## src/rtl/dnn_aggr_ctrl.sv

```systemverilog
// Control and aggregation end of the 2-node DNN datapath: sequences both
// compute nodes through LAYER1 -> AGGR -> FINAL_OUT, sums their layer-1 ReLU
// outputs per hidden neuron, broadcasts the sums back and reports done/err.

package defines_pkg;
    typedef enum logic [1:0] {
        IDLE      = 2'd0,
        LAYER1    = 2'd1,
        AGGR      = 2'd2,
        FINAL_OUT = 2'd3
    } dnn_state_t;
endpackage

module dnn_aggr_ctrl
    import defines_pkg::*;
#(
    parameter int L1_WAIT     = 2,
    parameter int OUT_TIMEOUT = 15
) (
    input  logic               clk,
    input  logic               rst_n,
    input  logic               in_ready,
    input  logic signed [12:0] y4_n0_relu,
    input  logic signed [12:0] y5_n0_relu,
    input  logic signed [12:0] y6_n0_relu,
    input  logic signed [12:0] y7_n0_relu,
    input  logic signed [12:0] y4_n1_relu,
    input  logic signed [12:0] y5_n1_relu,
    input  logic signed [12:0] y6_n1_relu,
    input  logic signed [12:0] y7_n1_relu,
    input  logic               out0_n0_ready,
    input  logic               out1_n0_ready,
    input  logic               out0_n1_ready,
    input  logic               out1_n1_ready,
    output dnn_state_t         dnn_state,
    output logic signed [14:0] y4_n0_aggr,
    output logic signed [14:0] y5_n0_aggr,
    output logic signed [14:0] y6_n0_aggr,
    output logic signed [14:0] y7_n0_aggr,
    output logic signed [14:0] y4_n1_aggr,
    output logic signed [14:0] y5_n1_aggr,
    output logic signed [14:0] y6_n1_aggr,
    output logic signed [14:0] y7_n1_aggr,
    output logic               busy,
    output logic               done,
    output logic               err
);

    // One counter serves both the LAYER1 wait and the FINAL_OUT timeout.
    localparam int CNT_MAX = (L1_WAIT > OUT_TIMEOUT) ? L1_WAIT : OUT_TIMEOUT;
    localparam int CNT_W   = $clog2(CNT_MAX + 1);
    localparam logic [CNT_W-1:0] L1_LAST = CNT_W'(L1_WAIT - 1);
    // Counter is 0 in the first FINAL_OUT cycle, so OUT_TIMEOUT-1 marks the
    // last permitted cycle.
    localparam logic [CNT_W-1:0] TO_LAST = CNT_W'(OUT_TIMEOUT - 1);

    dnn_state_t         state;
    logic [CNT_W-1:0]   cnt;
    logic signed [12:0] cap_n0 [4];
    logic signed [12:0] cap_n1 [4];
    logic signed [14:0] aggr_q [4];
    logic signed [14:0] aggr_sum [4];
    logic signed [12:0] relu_n0 [4];
    logic signed [12:0] relu_n1 [4];
    logic               all_ready;

    assign relu_n0[0] = y4_n0_relu;
    assign relu_n0[1] = y5_n0_relu;
    assign relu_n0[2] = y6_n0_relu;
    assign relu_n0[3] = y7_n0_relu;
    assign relu_n1[0] = y4_n1_relu;
    assign relu_n1[1] = y5_n1_relu;
    assign relu_n1[2] = y6_n1_relu;
    assign relu_n1[3] = y7_n1_relu;

    assign all_ready = out0_n0_ready & out1_n0_ready & out0_n1_ready & out1_n1_ready;

    // Per-neuron signed sum of the captured node values, widened to 15 bits.
    always_comb begin
        for (int k = 0; k < 4; k++) begin
            aggr_sum[k] = 15'({{2{cap_n0[k][12]}}, cap_n0[k]})
                        + 15'({{2{cap_n1[k][12]}}, cap_n1[k]});
        end
    end

    // Main controller: state, counter, ReLU capture, aggregated outputs, done/err.
    // NOTE: the capture and aggregate arrays are only a few registers, so they
    // are reset along with the FSM to give defined outputs straight out of reset.
    always_ff @(posedge clk or negedge rst_n) begin
        if (!rst_n) begin
            state <= IDLE;
            cnt   <= '0;
            done  <= 1'b0;
            err   <= 1'b0;
            for (int k = 0; k < 4; k++) begin
                cap_n0[k] <= '0;
                cap_n1[k] <= '0;
                aggr_q[k] <= '0;
            end
        end else begin
            // NOTE: non-blocking assignments throughout so every register
            // updates from the pre-edge values; done defaults low to pulse.
            done <= 1'b0;
            unique case (state)
                IDLE: begin
                    if (in_ready) begin
                        state <= LAYER1;
                        cnt   <= '0;
                        err   <= 1'b0;
                    end
                end
                LAYER1: begin
                    if (cnt == L1_LAST) begin
                        state <= AGGR;
                        cnt   <= '0;
                        for (int k = 0; k < 4; k++) begin
                            cap_n0[k] <= relu_n0[k];
                            cap_n1[k] <= relu_n1[k];
                        end
                    end else begin
                        cnt <= cnt + 1'b1;
                    end
                end
                AGGR: begin
                    state <= FINAL_OUT;
                    cnt   <= '0;
                    for (int k = 0; k < 4; k++) begin
                        aggr_q[k] <= aggr_sum[k];
                    end
                end
                FINAL_OUT: begin
                    // Success is checked first so it wins over a coincident timeout.
                    if (all_ready) begin
                        state <= IDLE;
                        cnt   <= '0;
                        done  <= 1'b1;
                    end else if (cnt == TO_LAST) begin
                        state <= IDLE;
                        cnt   <= '0;
                        err   <= 1'b1;
                    end else begin
                        cnt <= cnt + 1'b1;
                    end
                end
                default: state <= IDLE;
            endcase
        end
    end

    assign dnn_state = state;
    assign busy      = (state != IDLE);

    // Both nodes receive identical aggregated values.
    assign y4_n0_aggr = aggr_q[0];
    assign y5_n0_aggr = aggr_q[1];
    assign y6_n0_aggr = aggr_q[2];
    assign y7_n0_aggr = aggr_q[3];
    assign y4_n1_aggr = aggr_q[0];
    assign y5_n1_aggr = aggr_q[1];
    assign y6_n1_aggr = aggr_q[2];
    assign y7_n1_aggr = aggr_q[3];

endmodule
```

## config.mk

```make
export PLATFORM = sky130hd
export DESIGN_NAME = dnn_aggr_ctrl
export DESIGN_NICKNAME = d
export VERILOG_FILES = /design/src/rtl/dnn_aggr_ctrl.sv
export SDC_FILE = /design/constraint.sdc
export NUM_CORES = 1
export LEC_CHECK = 0
export BUFFER_PORTS_ARGS = -buffer_cell sky130_fd_sc_hd__buf_2
export CAP_MARGIN = 20
export CORE_MARGIN = 10
export CORE_UTILIZATION = 40
export CTS_BUF_LIST = sky130_fd_sc_hd__clkbuf_4 sky130_fd_sc_hd__clkbuf_8
export DETAILED_ROUTE_END_ITERATION = 10
export GPL_TIMING_DRIVEN = 0
export SYNTH_ARGS = -nofsm -noshare
export SYNTH_HDL_FRONTEND = slang
export SYNTH_SLANG_ARGS = --single-unit
export TNS_END_PERCENT = 10
```

## constraint.sdc

```tcl
create_clock -name clk -period 2.43 [get_ports clk]
set_input_delay 0.243 -clock clk [delete_from_list [all_inputs] [get_ports clk]]
set_output_delay 0.243 -clock clk [all_outputs]
set_load 0.03 [all_outputs]
```

==> run_results.csv <==
group,metric,value,unit
place,portBuffers,235,
cells_and_area,fin_cells,1514,
cells_and_area,fillers,2081,
run,drv_cap,0,
yosys,synth.yosys.seq_area_share,0.450,
setup_path,r2r_cells,8,
worst_hold_path,holdPathStages,2,
power_and_ir_drop,p_leak,5.89,nW
timing,setup_viol,0,
yosys,yosysMostFrequentCell,"dfrtp_1",
yosys,synth_simple_gate_area_frac,0.0915,
timing,slew_violations,0,
yosys,synth_area_leaders,"dfrtp_1, mux2_2, ha_1",
floorplanning,die_area,0.0299,sq mm
floorplanning,die_x,173,microns
worst_hold_path,min_path_type,"in2reg",
drt,via_per_inst,5.03,
yosys,synth_flop_cell,"dfrtp_1",
grt,antenna_found_initial,1,
power_and_ir_drop,p_per_area,1660,mW/mm^2
timing,tightest_slew,0.921,ns
cells_and_area,final_core_util,0.540,
timing,fin_crit,2.30,ns
setup_path,start_kind,"flop",
cts,cts_inserted_buffers,17,
grt,grt_pass1_wl,42700,microns
setup_path,critPathKind,"reg2reg",
cts,tritoncts,"done",
grt,top_usage_layer,"met2",
drt,firstDrtPassIters,4,
grt,grt_usage,0.176,
yosys,synth_cell_types,60,
yosys,yosysTopAreaCell,"dfrtp_1",
yosys,synth_area,0.00934,sq mm
floorplanning,die_y,173,microns
place,place_hpwl,19400,microns
yosys,async_flop_share,1.00,
yosys,synth_fa_ha_area_frac,0.0836,
timing,fin_crit_sh,0.948,
yosys,synth_xor_area_frac,0.0150,
grt,met3_usage,0.0423,
setup_path,arrival,2.64,ns
place,placed_cells,1383,
cells_and_area,drive_gt1_frac,0.404,
timing,timing.final.ws_setup,0.127,ns
cts,cts.htree.levels,4,
drt,drc,0,
timing,holdWs,0.0318,ns
timing,hold_viol_final,0,
drt,ant_nets,0,
cts,cts_sinks,168,
cts,cts.path.max_buffers,2,
yosys,avgSynthCellArea,11.2,sq um
setup_path,worstPathMaxFanout,3,
grt,met2_usage,0.294,
yosys,synth-compound-area-share,0.134,
grt,grt_max_degree,89,
place,pre_cts_ws,-0.600,ns
grt,met1_usage,0.227,
timing,rsz0062_at_grt,"no",
yosys,synth_mux_area_frac,0.147,
setup_path,end_kind,"flop",
power_and_ir_drop,power,20.4,mW
place,place.gp.congestion,0.815,
yosys,synth_top_family_by_area,"multiplexers",
grt,grt_pass1_vias,7824,
cells_and_area,num_antenna_cells,0,
timing,fmax,0.434,GHz
drt,wl_per_cell,17.8,microns
floorplanning,rows,55,
timing,slew_headroom,0.386,
yosys,synth_edf_count,0,
floorplanning,ios,236,
cts,clock_latency,0.46,ns
yosys,ys_ff_latch,168,
drt,routed_wirelength,26900,microns
yosys,syn_inst,834,
timing,fin_skew,0.0175,ns
drt,drtIter0Drc,353,
cts,root_buffer,"clkbuf_8",
power_and_ir_drop,vdd_drop_max,0.842,mV
cells_and_area,nets,1359,
grt,grt.overflow.total,0,
drt,via_count,7620,
cts,path_clk_slew,0.10,ns
yosys,syn_nets,1005,
floorplanning,initial_core_util,0.409,
floorplanning,core,0.0228,sq mm
status,status,"complete, no violations",
yosys,synth_commonest_cells,"dfrtp_1, mux2_2, buf_4, nand2_1, ha_1",
cells_and_area,syn2layout_area_growth,31.9,%
yosys,yosysWarnings,0,
setup_path,crit_required,2.76,ns
yosys,synth_top_area_share,0.450,
## stage by stage
step | cell area [sq um] | TNS (ns)
after floorplan | 9340 | 0
after CTS | 12300 | 0
after detailed placement | 10900 | -12.41
after global routing | 12300 | 0
after global placement | 10900 | -295.06
final | 12300 | 0
## routing by layer
metal  vias to the layer above  share of wire
met5                         -        0.00026
met4                         2         0.0073
met3                        16          0.047
met2                       201           0.48
met1                      3697           0.47
li1                       3704              -
## area by class of cell
class                   instances  area, sq um  area share
plain buffers                  91          648      0.0526
clock buffers                  19          262      0.0212
clock inverters                13          109     0.00883
inverters                      26          101     0.00822
multi-input cells             549         4410       0.358
flip-flops and latches        168         4200       0.341
well taps                     313          392      0.0318
repair buffers                335         2200       0.179
## flip-flops by register name (all words and copies together) (netlist names)
register    count
cnt             4
y4_n0_aggr     14
y6_n0_aggr     14
dnn_state       2
cap_n0         52
err             1
done            1
cap_n1         52
y5_n0_aggr     14
y7_n0_aggr     14
## placed cells by master, fill, tap and decap left out, types with 14 or more instances in the layout
| cell | instances |
|---|---|
| mux2_2 | 122 |
| inv_1 | 25 |
| buf_4 | 65 |
| nand2_1 | 60 |
| a21oi_1 | 39 |
| clkbuf_8 | 19 |
| xnor2_1 | 14 |
| nor3_1 | 24 |
| o21a_1 | 17 |
| buf_2 | 246 |
| o21ai_0 | 20 |
| dlygate4sd3_1 | 98 |
| ha_1 | 56 |
| a21o_1 | 23 |
| nor2_1 | 29 |
| dfrtp_1 | 168 |
## logic make-up (layout without fill, tap and decap cells)
group / count (synthesis) / after routing
buffers and inverters: 117 / 484
xor gates and xnor gates: 16 / 16
muxes: 122 / 122
AOI/OAI and AO/OA: 178 / 178
DFF: 168 / 168
and+or+nand+nor: 173 / 173
adders and majority gates: 60 / 60
## path summary, 6_finish.rpt
check                               from             end  slack, ns
setup / recovery               cap_n0[0]  y7_n0_aggr[12]       0.13
hold / removal             y4_n0_relu[6]      cap_n0[45]       0.03
setup reg to reg               cap_n0[0]  y7_n0_aggr[12]       0.13
hold reg to reg            y6_n0_aggr[5]   y6_n0_aggr[5]       0.51
max in group asynchronous          rst_n      cap_n0[24]       1.22
min in group asynchronous          rst_n      cap_n0[40]       0.35
## critical path: stages (launching register included)
cell and delay, ns:
dfrtp_1 0.37, ha_1 0.19, inv_1 0.06, fa_1 0.40, and2b_1 0.25, o2111ai_2 0.15
a211o_1 0.33, nand4_1 0.09, or3b_1 0.33
## report_power, final
part           total, mW  internal (mW)  switching, mW
logic               13.2           5.54           7.65
registers           5.29           4.26           1.03
clock network       1.94          0.790           1.15
total               20.4           10.6           9.83
## timing repair
action                     CTS  global route
setup endpoints to repair   38             7
pin swaps                    0             1
hold endpoints to repair   173             4
hold buffers                94             4
buffers inserted             1             0
resized for setup            7             3
(Power assumes the default switching activity.)
